===== src/rtl/lift_pkg.sv =====
// Shared types and constants for the lift-call keypad scanner.
// Holds the FSM state enum, keypad dimensions and row-decode helpers.
package lift_pkg;

    localparam int FLOOR_W  = 4;
    localparam int NUM_ROWS = 4;
    localparam int NUM_COLS = 4;

    localparam logic [NUM_ROWS-1:0] ROW_IDLE = '1;

    typedef enum logic [1:0] {
        SCAN,
        DEBOUNCE,
        VALID,
        RELEASE
    } state_t;

    // Index of the lowest-numbered row pulled low (0 if none).
    function automatic logic [1:0] row_index(input logic [NUM_ROWS-1:0] r);
        logic [1:0] idx;
        idx = 2'd0;
        for (int i = NUM_ROWS - 1; i >= 0; i--) begin
            if (!r[i]) idx = 2'(i);
        end
        return idx;
    endfunction

    // True when more than one row is pulled low.
    function automatic logic multi_low(input logic [NUM_ROWS-1:0] r);
        int n;
        n = 0;
        for (int i = 0; i < NUM_ROWS; i++) begin
            if (!r[i]) n++;
        end
        return (n > 1);
    endfunction

endpackage


===== src/rtl/sync2.sv =====
// Two-flop synchronizer for asynchronous inputs.
// Flops reset to RST_VAL so idle lines read as inactive during reset.
module sync2 #(
    parameter int           W       = 4,
    parameter logic [W-1:0] RST_VAL = '1
) (
    input  logic         clk,
    input  logic         rst_n,
    input  logic [W-1:0] d,
    output logic [W-1:0] q
);

    logic [W-1:0] meta;

    // Two-stage capture of the asynchronous input.
    always_ff @(posedge clk or negedge rst_n) begin
        if (!rst_n) begin
            meta <= RST_VAL;
            q    <= RST_VAL;
        end else begin
            meta <= d;
            q    <= meta;
        end
    end

endmodule


===== src/rtl/keypad_scan_lift.sv =====
// 4x4 keypad scanner producing debounced floor requests on a valid/ready port.
// Define KEYPAD_MULTI_KEY_REJECT_EN to ignore presses with several rows low.
module keypad_scan_lift
    import lift_pkg::*;
#(
    parameter int SCAN_DIV     = 1000,
    parameter int DEBOUNCE_CNT = 20000
) (
    input  logic                clk,
    input  logic                rst_n,
    input  logic [NUM_ROWS-1:0] row,
    output logic [NUM_COLS-1:0] col,
    output logic [FLOOR_W-1:0]  floor,
    output logic                floor_valid,
    input  logic                floor_ready
);

    localparam int CNT_MAX = (SCAN_DIV > DEBOUNCE_CNT) ? SCAN_DIV : DEBOUNCE_CNT;
    localparam int CW      = $clog2(CNT_MAX + 1);

    localparam logic [CW-1:0] SLOT_LAST = CW'(SCAN_DIV - 1);
    localparam logic [CW-1:0] DB_LAST   = CW'(DEBOUNCE_CNT - 1);
    localparam logic [CW-1:0] CNT_SAT   = '1;

    state_t              state;
    state_t              state_n;
    logic [1:0]          c;
    logic [1:0]          c_n;
    logic [CW-1:0]       cnt;
    logic [CW-1:0]       cnt_n;
    logic [CW-1:0]       cnt_inc;
    logic [NUM_ROWS-1:0] rs;
    logic [NUM_ROWS-1:0] pat;
    logic [NUM_ROWS-1:0] pat_n;
    logic [FLOOR_W-1:0]  floor_q;
    logic [FLOOR_W-1:0]  floor_n;
    logic                multi;
    logic                key_hit;

    sync2 #(
        .W       (NUM_ROWS),
        .RST_VAL (ROW_IDLE)
    ) u_sync (
        .clk   (clk),
        .rst_n (rst_n),
        .d     (row),
        .q     (rs)
    );

`ifdef KEYPAD_MULTI_KEY_REJECT_EN
    assign multi = multi_low(rs);
`else
    assign multi = 1'b0;
`endif

    assign key_hit     = (rs != ROW_IDLE) && !multi;
    assign col         = ~(4'b0001 << c);
    assign floor       = floor_q;
    assign floor_valid = (state == VALID);

    // Saturating increment so the counter can never wrap.
    always_comb begin
        cnt_inc = (cnt == CNT_SAT) ? cnt : cnt + CW'(1);
    end

    // Next-state logic for scan, debounce, handshake and release.
    always_comb begin
        state_n = state;
        c_n     = c;
        cnt_n   = cnt;
        pat_n   = pat;
        floor_n = floor_q;
        unique case (state)
            SCAN: begin
                if (cnt >= SLOT_LAST) begin
                    cnt_n = '0;
                    if (key_hit) begin
                        state_n = DEBOUNCE;
                        pat_n   = rs;
                    end else begin
                        c_n = c + 2'd1;
                    end
                end else begin
                    cnt_n = cnt_inc;
                end
            end
            DEBOUNCE: begin
                if (rs != pat) begin
                    state_n = SCAN;
                    c_n     = c + 2'd1;
                    cnt_n   = '0;
                end else if (cnt >= DB_LAST) begin
                    state_n = VALID;
                    floor_n = {c, row_index(pat)};
                    cnt_n   = '0;
                end else begin
                    cnt_n = cnt_inc;
                end
            end
            VALID: begin
                if (floor_ready) begin
                    state_n = RELEASE;
                    cnt_n   = '0;
                end
            end
            RELEASE: begin
                if (rs != ROW_IDLE) begin
                    cnt_n = '0;
                end else if (cnt >= DB_LAST) begin
                    state_n = SCAN;
                    c_n     = 2'd0;
                    cnt_n   = '0;
                end else begin
                    cnt_n = cnt_inc;
                end
            end
            default: begin
                state_n = SCAN;
                c_n     = 2'd0;
                cnt_n   = '0;
            end
        endcase
    end

    // State, column, counter and request registers.
    always_ff @(posedge clk or negedge rst_n) begin
        if (!rst_n) begin
            state   <= SCAN;
            c       <= 2'd0;
            cnt     <= '0;
            pat     <= ROW_IDLE;
            floor_q <= '0;
        end else begin
            state   <= state_n;
            c       <= c_n;
            cnt     <= cnt_n;
            pat     <= pat_n;
            floor_q <= floor_n;
        end
    end

endmodule


===== config.mk =====
export PLATFORM = sky130hd
export DESIGN_NAME = keypad_scan_lift
export DESIGN_NICKNAME = d
export VERILOG_FILES = /design/src/rtl/lift_pkg.sv /design/src/rtl/sync2.sv /design/src/rtl/keypad_scan_lift.sv
export SDC_FILE = /design/constraint.sdc
export NUM_CORES = 1
export LEC_CHECK = 0
export CAP_MARGIN = 20
export CORE_MARGIN = 8
export CORE_UTILIZATION = 43
export CTS_CLUSTER_DIAMETER = 40
export CTS_CLUSTER_SIZE = 8
export DETAILED_ROUTE_END_ITERATION = 6
export DONT_BUFFER_PORTS = 1
export PLACE_DENSITY = 0.64
export SETUP_SLACK_MARGIN = 0.3
export SYNTH_ARGS = -nofsm -noshare
export SYNTH_HDL_FRONTEND = slang
export SYNTH_SLANG_ARGS = --single-unit

===== constraint.sdc =====
create_clock -name clk -period 1.74 [get_ports clk]
set_input_delay 0.174 -clock clk [delete_from_list [all_inputs] [get_ports clk]]
set_output_delay 0.174 -clock clk [all_outputs]
set_load 0.005 [all_outputs]

==> reports/metrics.yaml <==
yosys:
  synth_xor_area_share_pct: 6.53
  synth_area_leader_cell: "dfrtp_1"
  synth_warnings: 0
  synth_top_flop_cell: "dfrtp_1"
  yosys.area_share.simple_pct: 19.0
  synth_edf_count: 0
  synth-seq-area-share_pct: 47.4
  ys_seq_elements: 35
  synth_nets: 186
  netlist-cell-type-count: 46
  synth_fa_ha_area_share_pct: 3.33
  synth_top_family_by_area: "simple AND/OR/NAND/NOR gates"
  synthTopCellsByArea: "dfrtp_1 31%, dfstp_2 17%, xor2_1 4.2%"
  synth_cells: 174
  synth_mux_area_share_pct: 5.60
  syn_area_sq_um: 1880
  async_reset_ff_share_pct: 100
  synth_top_area_share_pct: 30.6
  avgSynthCellArea_sq_um: 10.8
  synth_compound_area_share_pct: 15.0
floorplanning:
  rows: 24
  io_pins: 16
  die-area_sq_um: 6740
  coreArea_sq_um: 4290
  start_util_pct: 43.7
  die_h_um: 82.1
  die_w_um: 82.1
sta:
  setup-violations-final: 20
  worst_slew_pin_slew_ns: 0.675
  clock_skew_ns: 0.0118
  max_freq_mhz: 540
  hold-worst-slack_ns: 0.201
  period_minus_slack_ns: 1.85
  hold_violations: 0
  period_share_pct: 107
  slew_viol_final: 0
  rsz0062_at_grt: "yes"
  slew_headroom_pct: 54.6
  timing.final.ws_setup_ns: -0.113
worst_setup_path:
  path_class: "reg2reg"
  cpLargestDelayFamily: "compound AO/OA/AOI/OAI gates"
  worstPathArrival_ns: 2.05
  path_max_fanout: 7
  worst-path-buf-inv: 1
  start_kind: "register"
  reg2regPathDepth: 7
  slowest_stage: "dfrtp_1"
  critical-path-max-stage-delay_ns: 0.42
  critPathRequiredTime_ns: 1.94
  worstPathCellList: "ha_4 -> a211o_1 -> o211ai_4 -> buf_4 -> a31oi_4 -> a2bb2oi_4 -> a311oi_2"
  cp.depth: 7
  cp-end-kind: "register"
job:
  drv_cap: 0
run_status:
  violations: "setup timing"
  status: "finished, violations left"
final_layout:
  final_common_cell: "buf_4"
  final_cells: 266
  most-common-layout-cells: "27 x buf_4, 22 x dfrtp_1, 16 x nor2_1, 13 x nand2_1, 12 x dfstp_2"
  fillCellCount: 374
  nNetsFinal: 225
  syn_to_final_growth_pct: 30.2
  final_util_pct: 56.9
  diodes: 0
  drive_gt1_share_pct: 43.0
place:
  dp_cells: 243
  pre_cts_ws_ns: -0.118
  numPortBuffers: 0
  hpwlAfterDp_mm: 2.70
  gpl.final_weighted_congestion: 0.853
power:
  power_frac_clock_pct: 25.0
  p_total_uw: 2410
  power_frac_seq_pct: 45.8
  power_density_nw_per_um2: 986
  sw_frac_of_total_pct: 32.4
  leakage_uw: 0.00106
  p_sw_uw: 780
  max-vdd-ir-drop_v: 0.000413
  internal-power_uw: 1630
  pwr-share-comb_pct: 29.2
routing:
  finalWirelength_mm: 4.03
  wire_per_inst_um: 15.1
  drtIter0Drc: 74
  viasPerCell: 5.59
  drc: 0
  drtAntennaViolNets: 0
  firstDrtPassIters: 4
  vias: 1486
global_route:
  grt_use_total_pct: 12.1
  antenna_found_initial: 0
  gr-total-overflow: 0
  grt_pass1_vias: 1351
  grt_max_degree: 36
  grt_pass1_wl_mm: 6.27
min_path:
  min_path_type: "in2reg"
  holdPathStages: 3
clock_network:
  clock_sinks: 35
  clk_latency_ns: 0.29
  cts_tree: "done"
  htree_levels: 2
  numCtsBuffers: 5
  cts-root-buf: "clkbuf_8"
  clockBufferDepth: 2
  cts.clk_slew.worst_paths_ns: 0.08
worst min-delay path: stages:
cell and delay [ns]:
o21ai_0 0.05, a21oi_1 0.12, a211o_1 0.11
through the flow:
stage	cell area [sq um]	setup TNS [ns]
finish	2440	-1.05
detailed placement	2080	-1.82
CTS	2320	-0.511
global route	2440	-2.60
global placement	2080	-0.272
floorplan	1890	-0.0344
cells by family after synthesis:
group	count (synthesis)
AO/OA/AOI/OAI	35
XOR/XNOR	14
adder cells (fa/ha/maj)	5
buffers and inverters	12
flip-flops	35
multiplexers	8
AND/OR/NAND/NOR	65
power groups by stage:
stage	registers [uW]	logic, uW	clock network, uW
floorplan	1090	390	0
global placement	1090	577	0
detailed placement	1100	601	0
CTS	1100	690	616
global route	1120	786	665
finish	1100	704	602
what timing repair did:
action | 4_1_cts | 5_1_grt
setup endpoints to repair | 27 | 27
pin swaps | 8 | 12
endpoints found under the hold margin | 39 | 0
gates cloned | 0 | 1
gates resized for setup | 10 | 20
setup buffers | 4 | 4
hold buffers | 6 | 0
cell type report:
type	instances	area (sq um)	area share [%]
inverter	8	30.0	1.23
tap	52	65.1	2.66
timing repair buffer	35	295	12.1
multi-input combinational	128	1070	43.8
clock buffer	5	68.8	2.81
clock inverter	3	23.8	0.972
sequential	35	892	36.5
metal layers:
metal	GRT usage, %	share of wire [%]	vias to the layer above
met1	15.4	46	734
met2	18.8	48	42
li1	-	-	703
met4	4.74	1.4	0
met5	0	0	-
met3	3.39	5.1	7
final timing paths:
check | endpoint | slack, ns | start
setup / recovery | cnt[12] | -0.11 | cnt[1]
hold reg to reg | u_sync.q[0] | 0.36 | u_sync.meta[0]
setup reg to reg | cnt[12] | -0.11 | cnt[1]
min in group asynchronous | cnt[0] | 0.32 | rst_n
hold / removal | state[0] | 0.20 | floor_ready
max in group asynchronous | u_sync.meta[0] | 1.16 | rst_n
flip-flops by register name, summed over array words and instances, names as in the netlist, named ones only:
signal / count
floor: 4
c: 2
pat: 4
cnt: 15
u_sync.q: 4
u_sync.meta: 4
state: 1
synthesized netlist by cell type (2+ instances only):
cell,number
xor2_1,9
dfrtp_1,23
ha_1,5
o211ai_2,3
nand4_1,2
a31oi_1,2
nand3_1,6
nor2_1,20
a32oi_1,2
a211o_1,2
o21ai_0,10
mux2_4,5
o211ai_1,2
nand4_2,2
o21ai_1,4
inv_1,8
nand2_1,14
nor3_1,2
dfstp_2,12
mux2i_1,3
nor4_1,3
and2_1,2
and4_1,3
xnor2_1,5
buf_2,2
a21oi_1,2
and3_1,2
No activity file was read; power rests on OpenSTA's default activity.
